--- src/rtl/serial_ripple_subtractor_if.sv ---
// Operand/result handshake bundle for the bit-serial subtractor.
// The slave side is the subtractor; the master side is whoever feeds operands and takes results.
interface serial_ripple_subtractor_if #(
    parameter int WIDTH = 4
);
    logic             in_valid;
    logic             in_ready;
    logic [WIDTH-1:0] a;
    logic [WIDTH-1:0] b;
    logic             out_valid;
    logic             out_ready;
    logic [WIDTH-1:0] diff;
    logic             bout;
    logic             busy;

    modport master (
        output in_valid, a, b, out_ready,
        input  in_ready, out_valid, diff, bout, busy
    );

    modport slave (
        input  in_valid, a, b, out_ready,
        output in_ready, out_valid, diff, bout, busy
    );
endinterface

--- src/rtl/serial_ripple_subtractor.sv ---
// Bit-serial ripple-borrow subtractor: diff = a - b, LSB first, one full-subtractor
// cell reused over WIDTH cycles with a registered borrow between bit positions.
module serial_ripple_subtractor #(
    parameter int WIDTH = 4
) (
    input  logic                        clk,
    input  logic                        rst_n,
    serial_ripple_subtractor_if.slave   bus
);
    localparam int CNT_W = $clog2(WIDTH);
    localparam logic [CNT_W-1:0] CNT_LAST = CNT_W'(WIDTH - 1);

    localparam logic [1:0] IDLE = 2'd0;
    localparam logic [1:0] RUN  = 2'd1;
    localparam logic [1:0] DONE = 2'd2;

    logic [1:0]       state_reg,  state_next;
    logic [WIDTH-1:0] ra_reg,     ra_next;
    logic [WIDTH-1:0] rb_reg,     rb_next;
    logic [WIDTH-1:0] diff_reg,   diff_next;
    logic             borrow_reg, borrow_next;
    logic             bout_reg,   bout_next;
    logic [CNT_W-1:0] cnt_reg,    cnt_next;

    logic             d_bit;
    logic             borrow_bit;
    logic [WIDTH-1:0] ra_shift;
    logic [WIDTH-1:0] rb_shift;
    logic [WIDTH-1:0] diff_shift;

    // Single full-subtractor cell working on the current LSB of the operand registers.
    assign d_bit      = ra_reg[0] ^ rb_reg[0] ^ borrow_reg;
    assign borrow_bit = (~ra_reg[0] & rb_reg[0]) | (~(ra_reg[0] ^ rb_reg[0]) & borrow_reg);

    // Operands shift right each step; the new difference bit enters at the MSB of diff,
    // so after WIDTH steps the first bit computed has arrived at diff[0].
    genvar gi;
    generate
        for (gi = 0; gi < WIDTH; gi++) begin : g_shift
            if (gi == WIDTH - 1) begin : g_top
                assign ra_shift[gi]   = 1'b0;
                assign rb_shift[gi]   = 1'b0;
                assign diff_shift[gi] = d_bit;
            end else begin : g_body
                assign ra_shift[gi]   = ra_reg[gi+1];
                assign rb_shift[gi]   = rb_reg[gi+1];
                assign diff_shift[gi] = diff_reg[gi+1];
            end
        end
    endgenerate

    always_comb begin
        state_next  = state_reg;
        ra_next     = ra_reg;
        rb_next     = rb_reg;
        diff_next   = diff_reg;
        borrow_next = borrow_reg;
        bout_next   = bout_reg;
        cnt_next    = cnt_reg;
        case (state_reg)
            IDLE: begin
                if (bus.in_valid) begin
                    ra_next     = bus.a;
                    rb_next     = bus.b;
                    diff_next   = '0;
                    borrow_next = 1'b0;
                    cnt_next    = '0;
                    state_next  = RUN;
                end
            end
            RUN: begin
                ra_next     = ra_shift;
                rb_next     = rb_shift;
                diff_next   = diff_shift;
                borrow_next = borrow_bit;
                cnt_next    = cnt_reg + CNT_W'(1);
                if (cnt_reg == CNT_LAST) begin
                    bout_next  = borrow_bit;
                    state_next = DONE;
                end
            end
            DONE: begin
                if (bus.out_ready) begin
                    state_next = IDLE;
                end
            end
            default: state_next = IDLE;
        endcase
    end

    always_ff @(posedge clk or negedge rst_n) begin
        if (!rst_n) begin
            state_reg  <= IDLE;
            ra_reg     <= '0;
            rb_reg     <= '0;
            diff_reg   <= '0;
            borrow_reg <= 1'b0;
            bout_reg   <= 1'b0;
            cnt_reg    <= '0;
        end else begin
            state_reg  <= state_next;
            ra_reg     <= ra_next;
            rb_reg     <= rb_next;
            diff_reg   <= diff_next;
            borrow_reg <= borrow_next;
            bout_reg   <= bout_next;
            cnt_reg    <= cnt_next;
        end
    end

    assign bus.in_ready  = (state_reg == IDLE);
    assign bus.out_valid = (state_reg == DONE);
    assign bus.busy      = (state_reg == RUN);
    assign bus.diff      = diff_reg;
    assign bus.bout      = bout_reg;
endmodule

--- src/flat_wrapper.sv ---
// flat-port wrapper written by rule: the top's interface ports become plain ports
module serial_ripple_subtractor_flat 
#(
    parameter int WIDTH = 4
)
  (clk, rst_n, bus_in_valid, bus_a, bus_b, bus_out_ready, bus_in_ready, bus_out_valid, bus_diff, bus_bout, bus_busy);
  serial_ripple_subtractor_if #(.WIDTH(WIDTH)) bus_i ();
  input  logic clk;
  input  logic rst_n;
  input wire logic [$bits(bus_i.in_valid)-1:0] bus_in_valid;
  input wire logic [$bits(bus_i.a)-1:0] bus_a;
  input wire logic [$bits(bus_i.b)-1:0] bus_b;
  input wire logic [$bits(bus_i.out_ready)-1:0] bus_out_ready;
  output wire logic [$bits(bus_i.in_ready)-1:0] bus_in_ready;
  output wire logic [$bits(bus_i.out_valid)-1:0] bus_out_valid;
  output wire logic [$bits(bus_i.diff)-1:0] bus_diff;
  output wire logic [$bits(bus_i.bout)-1:0] bus_bout;
  output wire logic [$bits(bus_i.busy)-1:0] bus_busy;
  assign bus_i.in_valid = bus_in_valid;
  assign bus_i.a = bus_a;
  assign bus_i.b = bus_b;
  assign bus_i.out_ready = bus_out_ready;
  assign bus_in_ready = bus_i.in_ready;
  assign bus_out_valid = bus_i.out_valid;
  assign bus_diff = bus_i.diff;
  assign bus_bout = bus_i.bout;
  assign bus_busy = bus_i.busy;
  serial_ripple_subtractor #(.WIDTH(WIDTH)) u_core (.clk(clk), .rst_n(rst_n), .bus(bus_i));
endmodule
--- config.mk ---
export PLATFORM = sky130hd
export DESIGN_NAME = serial_ripple_subtractor_flat
export DESIGN_NICKNAME = d
export VERILOG_FILES = /design/src/rtl/serial_ripple_subtractor_if.sv /design/src/rtl/serial_ripple_subtractor.sv /design/src/flat_wrapper.sv
export SDC_FILE = /design/constraint.sdc
export NUM_CORES = 1
export LEC_CHECK = 0
export ABC_AREA = 1
export CORE_MARGIN = 5
export CORE_UTILIZATION = 36
export CTS_CLUSTER_SIZE = 12
export DETAILED_ROUTE_END_ITERATION = 12
export SYNTH_ARGS = -nofsm -noshare
export SYNTH_HDL_FRONTEND = slang
export SYNTH_SLANG_ARGS = --single-unit
--- constraint.sdc ---
create_clock -name clk -period 1.5 [get_ports clk]
set_input_delay 0.225 -clock clk [delete_from_list [all_inputs] [get_ports clk]]
set_output_delay 0.225 -clock clk [all_outputs]
set_load 0.1 [all_outputs]
# Yosys cells after proc, flatten, opt, wreduce, memory -nomap -nowiden
# Cells that the tools add are included.
dict set report op_classes {
  bitwise 7
  n_eq_ne 6
  addsub 1
  n_reduce_logical 5
  mux 14
}
# operator count
set ops {}
lappend ops {{case mux 4 bit (2 select lines)} 3}
lappend ops {{2-to-1 mux 4 bit} 3}
lappend ops {{2-to-1 mux 2 bit} 4}
lappend ops {{case mux 2 bit (3 select lines)} 1}
lappend ops {{== test 2 bit (second input constant)} 2}
lappend ops {{inequality test 2 bit (second input constant)} 2}
lappend ops {{case mux 2 bit (2 select lines)} 1}
lappend ops {{AND reduction 2 bit} 2}
lappend ops {{AND reduction 3 bit} 1}
lappend ops {{adder 2 x 1 -> 2 bit (second input constant)} 1}
lappend ops {{bitwise AND 1 bit} 2}
lappend ops {{== test 2 x 1 -> 1 bit (second input constant)} 1}
lappend ops {{logical NOT 2 bit} 1}
lappend ops {{inequality test 2 x 1 -> 1 bit (second input constant)} 1}
lappend ops {{inverter 1 bit} 2}
lappend ops {{case mux 1 bit (2 select lines)} 1}
lappend ops {{nonzero test 2 bit} 1}
lappend ops {{XOR 1 bit} 2}
lappend ops {{2-to-1 mux 1 bit} 1}
lappend ops {{OR 1 bit} 1}
dict set report word_totals {
  ff_bits 18
  output_inout_bits 8
}

# Longest topological paths before layout
# Gate-level depths: netlist of run 1.
dict set report depth {
  ltp_word 5
  depth_mapped 6
  ltp_nobuf 6
}

# Least setup slack after synthesis of run 1
# No wires, ideal clock.
dict set report synth_path {
  kind {reg-to-output}
  startpoint {reg u_core.state_reg[0]}
  endpoint {out bus_in_ready}
  required_ps 1275
  path_buffers 1
  arrival_time_ps 1756
  setup_slack_ps -481
  stages_incl_launch_ff 3
  path_cell_list {dfrtp_1 buf_6 nor2_1}
}
dict set report synth_between {
  elab_chain_cells 1
}
# element line_no
set synth_lines {}
lappend synth_lines {{start: declaration} serial_ripple_subtractor.sv:17} ;# logic [1:0] state_reg, state_next;
lappend synth_lines {{start signal: assignment} serial_ripple_subtractor.sv:101} ;# state_reg <= state_next;
lappend synth_lines {{logical NOT 2 bit} serial_ripple_subtractor.sv:111} ;# assign bus.in_ready = (state_reg == IDLE);
lappend synth_lines {{end: declaration} flat_wrapper.sv:14} ;# output wire logic [$bits(bus_i.in_ready)-1:0] bus_in_ready;
# No other way between the ends.

# Worst setup path in the final report of run 1
dict set report layout_path {
  startpoint {reg u_core.state_reg[0]}
  endpoint {out bus_out_valid}
}
dict set report layout_between {
  elab_chain_cells 1
}
# element line_no
set layout_lines {}
lappend layout_lines {{== test 2 bit} serial_ripple_subtractor.sv:112} ;# assign bus.out_valid = (state_reg == DONE);
lappend layout_lines {{end: declaration} flat_wrapper.sv:15} ;# output wire logic [$bits(bus_i.out_valid)-1:0] bus_out_valid;
# No other way between the ends.

==> results.yml, run 1 <==
status:
  status: "complete, no violations"
yosys:
  syn_area_per_cell_um2: 8.658
  ys_ff_latch: 18
  synth.area.top_cells: "dfrtp_1 (52%), nand2_1 (15%), nand3_1 (8.1%)"
  ys_seq_area_share_pct: 52.02
  yosysTopAreaCell: "dfrtp_1"
  yosys_warnings: 0
  syn_nets: 114
  syn_area_um2: 865.8
  syn_inst: 100
  synth_top_area_share_pct: 52.02
  yosysUniqueCellTypes: 20
layout:
  layout_commonest_cell: "nand2_1"
  final_nets: 144
  final_cell_mix: "nand2_1 (35), dfrtp_1 (17), nand3_1 (14), clkdlybuf4s50_1 (11), inv_1 (9)"
  stdcell_area_mm2: 0.001260
  area_growth_syn_to_layout_pct: 45.52
  layout-drive-gt1-share_pct: 24.81
  num_antenna_cells: 0
floorplanning:
  die_y_um: 59.04
  dieArea_mm2: 0.003486
  die_x_um: 59.04
  initial_core_util_pct: 38.40
  rows: 17
  core_mm2: 0.002255
  ios: 20
grt:
  grt_pass1_vias: 658
  antenna_found_initial: 0
  groute.usage.overall_pct: 11.02
  grt_max_degree: 19
  grt-ovfl-total: 0
  grt_pass1_wl_um: 2870
placement:
  gp_congestion: 0.7640
  portBuffers: 19
  dp_hpwl_um: 1290
  placed_area_mm2: 0.001169
route:
  drc: 0
  drtAntennaViolNets: 0
  drt-initial-drc-count: 17
  viasPerCell: 4.516
  num_vias: 709
  first_pass_iters: 4
  wl_um: 1720
  wl_per_cell_um: 10.96
setup_path:
  path_max_fanout: 5
  critPathLaunch: "u_core.state_reg[0]"
  crit_path_max_incr_delay_ps: 420
  required_ps: 1270
  path_cells: "buf_4, nor2_2, buf_12"
  criticalPathCategory: "flop to primary output"
  start_kind: "flop"
  critPathArrivalTime_ps: 1220
  cp_slowest_cell: "dfrtp_1"
  critPathCaptureType: "primary output"
  r2r_start: "u_core.borrow_reg"
timing:
  min_period_ps: 1450
  fin_crit_sh_pct: 96.64
  hold_viol_final: 0
  timing.fmax_ghz: 0.6898
  slew_headroom_pct: 84.88
  max_slew.worst_pin.slew_ps: 226.8
  rsz0062_at_grt: "false"
  finalMaxSlewViolations: 0
  holdWs_ps: 241.6
  finClkSkew_ps: 12.95
  setup_violations: 0
clock_network:
  numClockSinks: 18
  cts_tree: "yes"
  clockRootBuffer: "clkbuf_4"
  numCtsBuffers: 3
  clk_latency_ps: 300
  h-tree-depth: 1
  max-clock-path-buffers: 2
  clk_pin_slew_ps: 110
  postCtsHoldBufs: 0
worst_hold_path:
  hp-class: "input pin to asynchronous set/reset pin"
job:
  drv_cap: 0
==> critical path, delay by kind of cell, from the launching register on <==
| kind | cells | cell delay, ps |
|---|---|---|
| buffers and inverters | 2 | 360 |
| flip-flops | 1 | 420 |
| AND/OR/NAND/NOR | 1 | 150 |
==> routing by layer <==
| layer | routed length, um | track usage [%] | up-vias |
|---|---|---|---|
| met4 | 0 | 2.913 | 0 |
| met5 | 0 | 0 | - |
| li1 | - | - | 370 |
| met2 | 862 | 17.67 | 10 |
| met1 | 778 | 13.68 | 329 |
| met3 | 79 | 4.575 | 0 |
==> cells in the mapped netlist <==
master,count
buf_4,1
inv_4,1
o31ai_1,1
nor2_2,1
ha_1,1
a21oi_1,1
o21ai_0,1
inv_2,2
inv_1,9
o21ai_2,1
nand2_4,3
nand2_1,35
or2_1,1
dfrtp_1,18
fa_1,1
buf_6,2
o22ai_1,1
nor2_1,5
nand3_1,14
nand4_1,1
==> stage by stage <==
stage / instances / worst slack, ps / util, % / TNS, ps
3_3_place_gp: 147 / 215.7 / 51.83 / 0
6_report: 157 / 50.33 / 55.88 / 0
4_1_cts: 152 / 1.340 / 54.00 / 0
3_5_place_dp: 147 / 190.2 / 51.83 / 0
5_1_grt: 157 / 3.771 / 55.88 / 0
2_1_floorplan: 100 / -21.00 / - / -42.00
==> cells by family after synthesis <==
kind of cell | count (synthesis) | share of synthesized area (%)
compound gates | 5 | 3.757
fa+ha+maj | 2 | 3.757
buf+inv | 15 | 8.960
flops | 18 | 52.02
simple gates | 60 | 31.51
==> final timing paths <==
kind	depth (start not counted)	slack [ps]	endpoint
min in group clk	3	470	u_core.ra_reg[3]
setup / recovery	3	50	bus_out_valid
hold / removal	2	240	u_core.cnt_reg[0]
max in group asynchronous	2	1050	u_core.state_reg[1]
hold reg to reg	2	480	u_core.rb_reg[3]
setup reg to reg	4	270	u_core.borrow_reg
==> what timing repair did <==
item	in CTS	in global routing
setup endpoints to repair	3	2
endpoints found under the hold margin	0	0
cloned	0	0
setup buffers	1	5
gates resized for setup	2	1
==> cell type report <==
cell class	count	area (um2)
Multi-Input combinational cell	67	347.8
Sequential cell	18	451.7
Inverter	12	47.55
Timing Repair Buffer	28	341.6
Tap cell	28	35.03
Fill cell	206	994.7
Clock buffer	4	36.28
Power of run 1 is left out: the tool's default activity adds up to more than one toggle a clock period on the data nets, which glitch-free logic cannot reach.
==> inputs of run 2 (changes only) <==
CORE_ASPECT_RATIO = 0.75   (was not set)
==> results.yml, run 2 (same netlist as run 1, synthesis figures left out) <==
status:
  status: "complete, no violations"
setup_path:
  critPathArrivalTime_ps: 1210
  crit_path_max_incr_delay_ps: 440
  ff2ff_setup_slack_ps: 310
  critPathCaptureType: "primary output"
  criticalPathCategory: "flop to primary output"
  cp_slowest_cell: "dfrtp_2"
  start_kind: "flop"
  reg2reg_depth: 4
  worst-path-buf-inv: 2
  path_max_fanout: 4
  crit_family: "flip-flops"
  path_cells: "buf_4, nor2_2, buf_12"
  r2r-end: "u_core.borrow_reg"
  r2r_start: "u_core.borrow_reg"
  required_ps: 1270
timing:
  hold_viol_final: 0
  max_slew.worst_pin.slew_ps: 232.8
  timing.fmax_ghz: 0.6970
  finalMaxSlewViolations: 0
  fin_crit_sh_pct: 95.65
  rsz0062_at_grt: "false"
  min_period_ps: 1435
  finClkSkew_ps: 5.440
  tns_ps: 0
  slew_headroom_pct: 84.48
  setup_violations: 0
floorplanning:
  dieArea_mm2: 0.003496
  ios: 20
  initial_core_util_pct: 37.81
  die_x_um: 66.63
  die_y_um: 52.47
  rows: 15
  core_mm2: 0.002290
route:
  first_pass_iters: 4
  drt-initial-drc-count: 11
  drtAntennaViolNets: 0
  viasPerCell: 4.311
  wl_per_cell_um: 10.51
  wl_um: 1692
  num_vias: 694
  drc: 0
grt:
  grt-ovfl-total: 0
  grt_max_degree: 19
  groute.usage.overall_pct: 11.06
  grt_pass1_vias: 620
  antenna_found_initial: 0
  grt_pass1_wl_um: 2856
layout:
  area_growth_syn_to_layout_pct: 44.51
  final_nets: 142
  stdcell_area_mm2: 0.001251
  fin_cells: 161
  num_antenna_cells: 0
  layout_commonest_cell: "nand2_1"
  layout-drive-gt1-share_pct: 25.20
  fillers: 214
  final_cell_mix: "nand2_1 (35), dfrtp_1 (16), nand3_1 (14), clkdlybuf4s50_1 (11), inv_1 (9)"
placement:
  dp_hpwl_um: 1308
  placed_area_mm2: 0.001176
  place_inst: 153
  portBuffers: 19
  gp_congestion: 0.7790
clock_network:
  max-clock-path-buffers: 2
  cts_tree: "yes"
  clk_latency_ps: 290
  numClockSinks: 18
  numCtsBuffers: 3
  clk_pin_slew_ps: 100
  h-tree-depth: 1
  clockRootBuffer: "clkbuf_4"
  postCtsHoldBufs: 0
worst_hold_path:
  hp-class: "input pin to asynchronous set/reset pin"
job:
  drv_cap: 0
-- run 2: cell count changes in the layout (fill, tap and decap cells not counted), sizes merged --
| cell | delta |
|---|---|
| buf | -2 |
-- run 2: what timing repair did --
action / in CTS / in global routing
pin swaps: 0 / 0
setup endpoints to repair: 1 / 1
resized for setup: 2 / 2
buffers inserted: 0 / 4
-- run 2: layout make-up --
class                           instances  area (um2)  area share, %
Clock buffer                            4       36.28          2.900
Inverter                               12       47.55          3.800
Multi-Input combinational cell         67       345.3          27.60
Sequential cell                        18       452.9          36.20
Tap cell                               34       42.54          3.400
Timing Repair Buffer                   26       326.6          26.10
-- run 2: how the worst max path moves through the flow --
stage | start | end | slack (ps) | cells past startpoint
3_3_place_gp | bus_in_valid | u_core.ra_reg[0] | 210 | 6
2_1_floorplan | u_core.state_reg[0] | bus_in_ready | -20 | 2
3_5_place_dp | bus_in_valid | u_core.bus.diff[1] | 180 | 6
4_1_cts | u_core.state_reg[1] | bus_busy | 7 | 3
5_1_grt | u_core.state_reg[0] | bus_out_valid | 10 | 3
6_report | u_core.state_reg[0] | bus_out_valid | 70 | 3
-- run 2: per-layer routing --
layer | vias to the layer above | global-route usage, % | wire length (um)
met1 | 313 | 15.80 | 839
met3 | 2 | 4.936 | 85
li1 | 365 | - | -
met5 | - | 0 | 0
met4 | 0 | 1.014 | 8
met2 | 14 | 15.79 | 760
-- run 2: per-stage QoR --
stage	utilization (%)	hold slack [ps]	setup WS (ps)
after global routing	54.64	275.2	10.24
after CTS	53.06	257.2	6.988
after floorplan	-	-70.59	-21.00
after detailed placement	51.37	465.7	181.1
after global placement	51.37	461.1	210.4
final	54.64	247.2	65.30
Power of run 2 is left out for the same reason.
==> inputs of run 3 (changes only) <==
CORE_UTILIZATION = 48   (was 36)
PLACE_DENSITY = 0.77   (was not set)
==> results.yml, run 3 (same netlist as run 1, synthesis figures left out) <==
layout:
  area_growth_syn_to_layout_pct: 44.51
  final_nets: 143
  multi_input_area_um2: 352.8
  seqCellArea_um2: 452.9
  final_cell_mix: "nand2_1 (35), dfrtp_1 (16), nand3_1 (14), clkdlybuf4s50_1 (11), inv_1 (9)"
  layout_commonest_cell: "nand2_1"
  stdcell_area_mm2: 0.001251
  fillers: 141
  layout-drive-gt1-share_pct: 25.00
  num_antenna_cells: 0
placement:
  portBuffers: 19
  gp_congestion: 0.7648
  placed_area_mm2: 0.001161
  dp_hpwl_um: 1444
floorplanning:
  die_y_um: 46.78
  dieArea_mm2: 0.002762
  ios: 20
  die_x_um: 59.04
  initial_core_util_pct: 50.22
  core_mm2: 0.001724
  rows: 13
setup_path:
  critPathCaptureType: "primary output"
  r2r_start: "u_core.state_reg[1]"
  critPathArrivalTime_ps: 1220
  path_max_fanout: 8
  reg2reg_depth: 7
  r2r-end: "u_core.rb_reg[1]"
  criticalPathCategory: "flop to primary output"
  path_cells: "nor2_1, buf_6, buf_12"
  ff2ff_setup_slack_ps: 250
  required_ps: 1270
  start_kind: "flop"
  crit_path_max_incr_delay_ps: 450
  critPathLaunch: "u_core.state_reg[1]"
  cp_slowest_cell: "dfrtp_2"
timing:
  finalMaxSlewViolations: 0
  max_slew.worst_pin.slew_ps: 230.0
  min_period_ps: 1442
  timing.fmax_ghz: 0.6937
  hold_viol_final: 0
  fin_crit_sh_pct: 96.10
  slew_headroom_pct: 84.67
  setup_violations: 0
  tns_ps: 0
  finClkSkew_ps: 0.9325
  rsz0062_at_grt: "false"
clock_network:
  numClockSinks: 18
  max-clock-path-buffers: 2
  cts_tree: "yes"
  clockRootBuffer: "clkbuf_4"
  clk_pin_slew_ps: 100
  clk_latency_ps: 300
  numCtsBuffers: 3
  postCtsHoldBufs: 0
  h-tree-depth: 1
route:
  num_vias: 757
  first_pass_iters: 4
  wl_um: 1948
  viasPerCell: 5.047
  drt-initial-drc-count: 13
  drtAntennaViolNets: 0
  wl_per_cell_um: 12.99
  drc: 0
worst_hold_path:
  hp-class: "input pin to asynchronous set/reset pin"
status:
  status: "complete, no violations"
grt:
  antenna_found_initial: 0
  grt_pass1_vias: 730
  grt-busiest-layer: "met2"
  grt_max_degree: 19
  groute.usage.overall_pct: 16.27
  met1_usage_pct: 19.06
  met2_usage_pct: 28.63
  grt.met3_usage_pct: 5.495
  grt_pass1_wl_um: 3208
  grt-ovfl-total: 0
job:
  drv_cap: 0
## run 3: changes by cell type in the layout (fill, tap and decap cells not counted), sizes merged
cell and delta:
buf +1
## run 3: timing repair
item                       4_1_cts  5_1_grt
resized for setup                3        2
gates cloned                     0        0
setup endpoints to repair        3        2
buffers inserted                 1        4
## run 3: area by class of cell
| cell class | count | area share, % |
|---|---|---|
| tap | 22 | 2.200 |
| timing repair buffer | 27 | 26.70 |
| multi-input combinational | 67 | 28.20 |
| sequential | 18 | 36.20 |
| clock buffer | 4 | 2.900 |
| inverter | 12 | 3.800 |
## run 3: worst max path at each step
stage | endpoint | slack (ps)
after floorplan | bus_in_ready | -20
after global placement | u_core.rb_reg[0] | 220
after detailed placement | u_core.ra_reg[3] | 190
after CTS | bus_busy | 5
after global routing | bus_busy | 9
final | bus_busy | 60
## run 3: per-stage QoR
step	util, %	setup WS, ps	std cells	hold slack, ps
2_1_floorplan	-	-21.00	100	-70.59
3_3_place_gp	67.34	217.8	141	460.7
3_5_place_dp	67.34	186.3	141	473.0
4_1_cts	70.25	5.480	146	249.2
5_1_grt	72.57	9.471	150	282.2
6_report	72.57	58.45	150	246.4
## run 3: per-layer routing
layer / vias to the layer above / part of all wire, %
met4: 0 / 0.41
met2: 17 / 52
met1: 370 / 42
met5: - / 0
met3: 2 / 5.0
li1: 368 / -
## run 3: worst max-delay path, delay by kind of cell (launching register included)
family | cells | cell delay, ps
AND/OR/NAND/NOR | 1 | 140
buffers and inverters | 2 | 340
flip-flops | 1 | 450
Power of run 3 is left out for the same reason.
==> RTL change: new RTL, config.mk and constraints of run 1 <==
`ra_reg` no longer has a reset.
--- a/src/rtl/serial_ripple_subtractor.sv
+++ b/src/rtl/serial_ripple_subtractor.sv
@@ -92,5 +92,4 @@
         if (!rst_n) begin
             state_reg  <= IDLE;
-            ra_reg     <= '0;
             rb_reg     <= '0;
             diff_reg   <= '0;
@@ -100,5 +99,4 @@
         end else begin
             state_reg  <= state_next;
-            ra_reg     <= ra_next;
             rb_reg     <= rb_next;
             diff_reg   <= diff_next;
@@ -107,4 +105,8 @@
             cnt_reg    <= cnt_next;
         end
+    end
+
+    always_ff @(posedge clk) begin
+        ra_reg <= ra_next;
     end
 
Behaviour: same outputs for any inputs over 10 cycles, from zero or initial values and one cycle with rst_n low; that may be too few to reach the edited logic, so the function may still have changed.
==> RTL change against run 1 <==
Hold slack worse by 0.011 ns. Worst setup slack barely moved. Fmax is essentially flat. Clock skew down 0.012 ns. Synthesized area unchanged. Final area shrank 1.5%. Via count shrank 5.5%. Critical endpoint is now bus_in_ready. Routed wire length rose by 0.29%. Non-clock buffer count fell by 3. Sequential cell count is the same. Critical path depth unchanged.
Power is not shown: default switching activity piles up to over one toggle a cycle in this logic, so the estimate is an artifact.
==> RTL change: results (changes against run 1) <==
[critical_path]
cp_top_family=flip-flops  ; unchanged
r2r_start=u_core.state_reg[0]$_DFFE_PN0P_  ; was u_core.borrow_reg$_DFFE_PN0P_
reg2reg_slack_ns=0.28
arrival_ns=1.23
critPathMaxStageDelay_ns=0.45  ; was 0.42 ns
cp_max_fo=4  ; was 5
r2r_cells=7  ; was 4
worstReg2RegEnd=u_core.cnt_reg[0]$_DFFE_PN0P_  ; was u_core.borrow_reg$_DFFE_PN0P_
critPathSlowestCell=dfrtp_2  ; was dfrtp_1

[synth]
syn-instance-count=90  ; was 100
synth_cell_type_count=23  ; was 20
syn_nets=104  ; was 114
ys_seq_area_share_pct=54.3  ; was 52.0%
synthFlopType=dfrtp_1  ; unchanged
yosysWarnings=0  ; unchanged
ys_top_cells_by_count=32 x nand2_1, 14 x dfrtp_1, 10 x inv_1, 7 x nand3_1, 4 x edfxtp_1  ; was 35 x nand2_1, 18 x dfrtp_1, 14 x nand3_1, 9 x inv_1, 5 x nor2_1
ys_async_sr_fraction_pct=77.8  ; was 100%
synth-edff-count=4  ; was 0
ys_top_cells_by_area=dfrtp_1 40%, edfxtp_1 14%, nand2_1 14%  ; was dfrtp_1 52%, nand2_1 15%, nand3_1 8.1%

[placed_design]
dp.final_hpwl_mm=1.25  ; was 1.29 mm
portBuffers=19  ; unchanged
placed_area_mm2=0.00119  ; was 0.00117 mm^2
dp.cells=138  ; was 147
place_congestion=0.726  ; was 0.764
dp_slack_ns=0.121  ; was 0.190 ns

[timing]
worst_pin_slew_ns=0.256  ; was 0.227 ns
timing.hold.ws_ns=0.230  ; was 0.242 ns
setup_viol=0  ; unchanged
finClkSkew_ns=0.00144  ; was 0.0130 ns

[worst_hold_path]
hold_class=in -> async  ; unchanged

[clock_network]
post_cts.repair.setup_buffers=3  ; was 1
numCtsBuffers=3  ; unchanged
clock_latency_ns=0.30  ; about the same
ctsHtreeMaxLevel=1  ; unchanged
cts_resized=1  ; was 2
root_buffer=clkbuf_4  ; unchanged
clkSlewWorstSetupHoldPaths_ns=0.10
clockBufferDepth=2  ; unchanged

[detailed_routing]
avgRoutedWirePerCell_um=11.9  ; was 11.0 um
initialDrtViolationCount=9  ; was 17
viasPerCell=4.62  ; was 4.52
drt-pass1-iter-count=4  ; unchanged

[grt]
grt_pass1_vias=668  ; was 658
grt_pass1_wl_mm=3.04  ; was 2.87 mm
globalRouteTotalUtil_pct=11.7  ; was 11.0%
grt_max_degree=15  ; was 19
antenna_found_initial=0  ; unchanged

[finish]
nNetsFinal=132  ; was 144
n_fill_cell=211  ; was 206
stdcell_count=145  ; was 157
drive_above_1_share_pct=27.4  ; was 24.8%
n_antenna_cell=0  ; unchanged

[outcome]
status=completed  ; unchanged

==> RTL change: kinds of logic (layout without fill, tap and decap cells) <==
family	count (synthesis)	in the layout	share of synthesized area, %
AO/OA/AOI/OAI	9	9	8.24
AND/OR/NAND/NOR	47	47	25.6
adder cells (fa/ha/maj)	2	2	3.76
buffers and inverters	14	41	8.09
flip-flops	18	18	54.3
==> RTL change: layout make-up <==
type / count / area, um^2 / area share (%)
tap: 28 / 35.0 / 2.82
multi-input combinational: 58 / 340 / 27.4
inverter: 12 / 47.5 / 3.83
clock buffer: 4 / 26.3 / 2.12
timing repair buffer: 25 / 319 / 25.7
sequential: 18 / 473 / 38.1
==> RTL change: worst max path at each step <==
stage               cells past startpoint  slack (ns)                        endpoint                       startpoint
global route                            3        0.01                    bus_in_ready  u_core.state_reg[0]$_DFFE_PN0P_
CTS                                     3        0.02                   bus_out_valid  u_core.state_reg[1]$_DFFE_PN0P_
floorplan                               4        0.17    u_core.rb_reg[3]$_DFFE_PN0P_  u_core.state_reg[0]$_DFFE_PN0P_
finish                                  3        0.05                    bus_in_ready  u_core.state_reg[0]$_DFFE_PN0P_
detailed placement                      3        0.12  u_core.ra_reg[3]$_SDFFCE_PP0P_                     bus_in_valid
global placement                        3        0.16      u_core.ra_reg[2]$_DFFE_PP_                     bus_in_valid
==> RTL change: worst reg2reg max path: stages, from the launching register on <==
cell and delay, ns:
dfrtp_2 0.45, buf_4 0.14, inv_2 0.06, nor2_4 0.05, buf_4 0.17, buf_4 0.14, nor2_2 0.09, a21oi_2 0.04
==> RTL change: routing by layer <==
layer	wire length, um	GRT usage [%]	up-vias
met1	782	14.6	315
met4	51	6.80	0
met5	0	0	-
met3	76	2.40	5
li1	-	-	336
met2	816	18.6	14
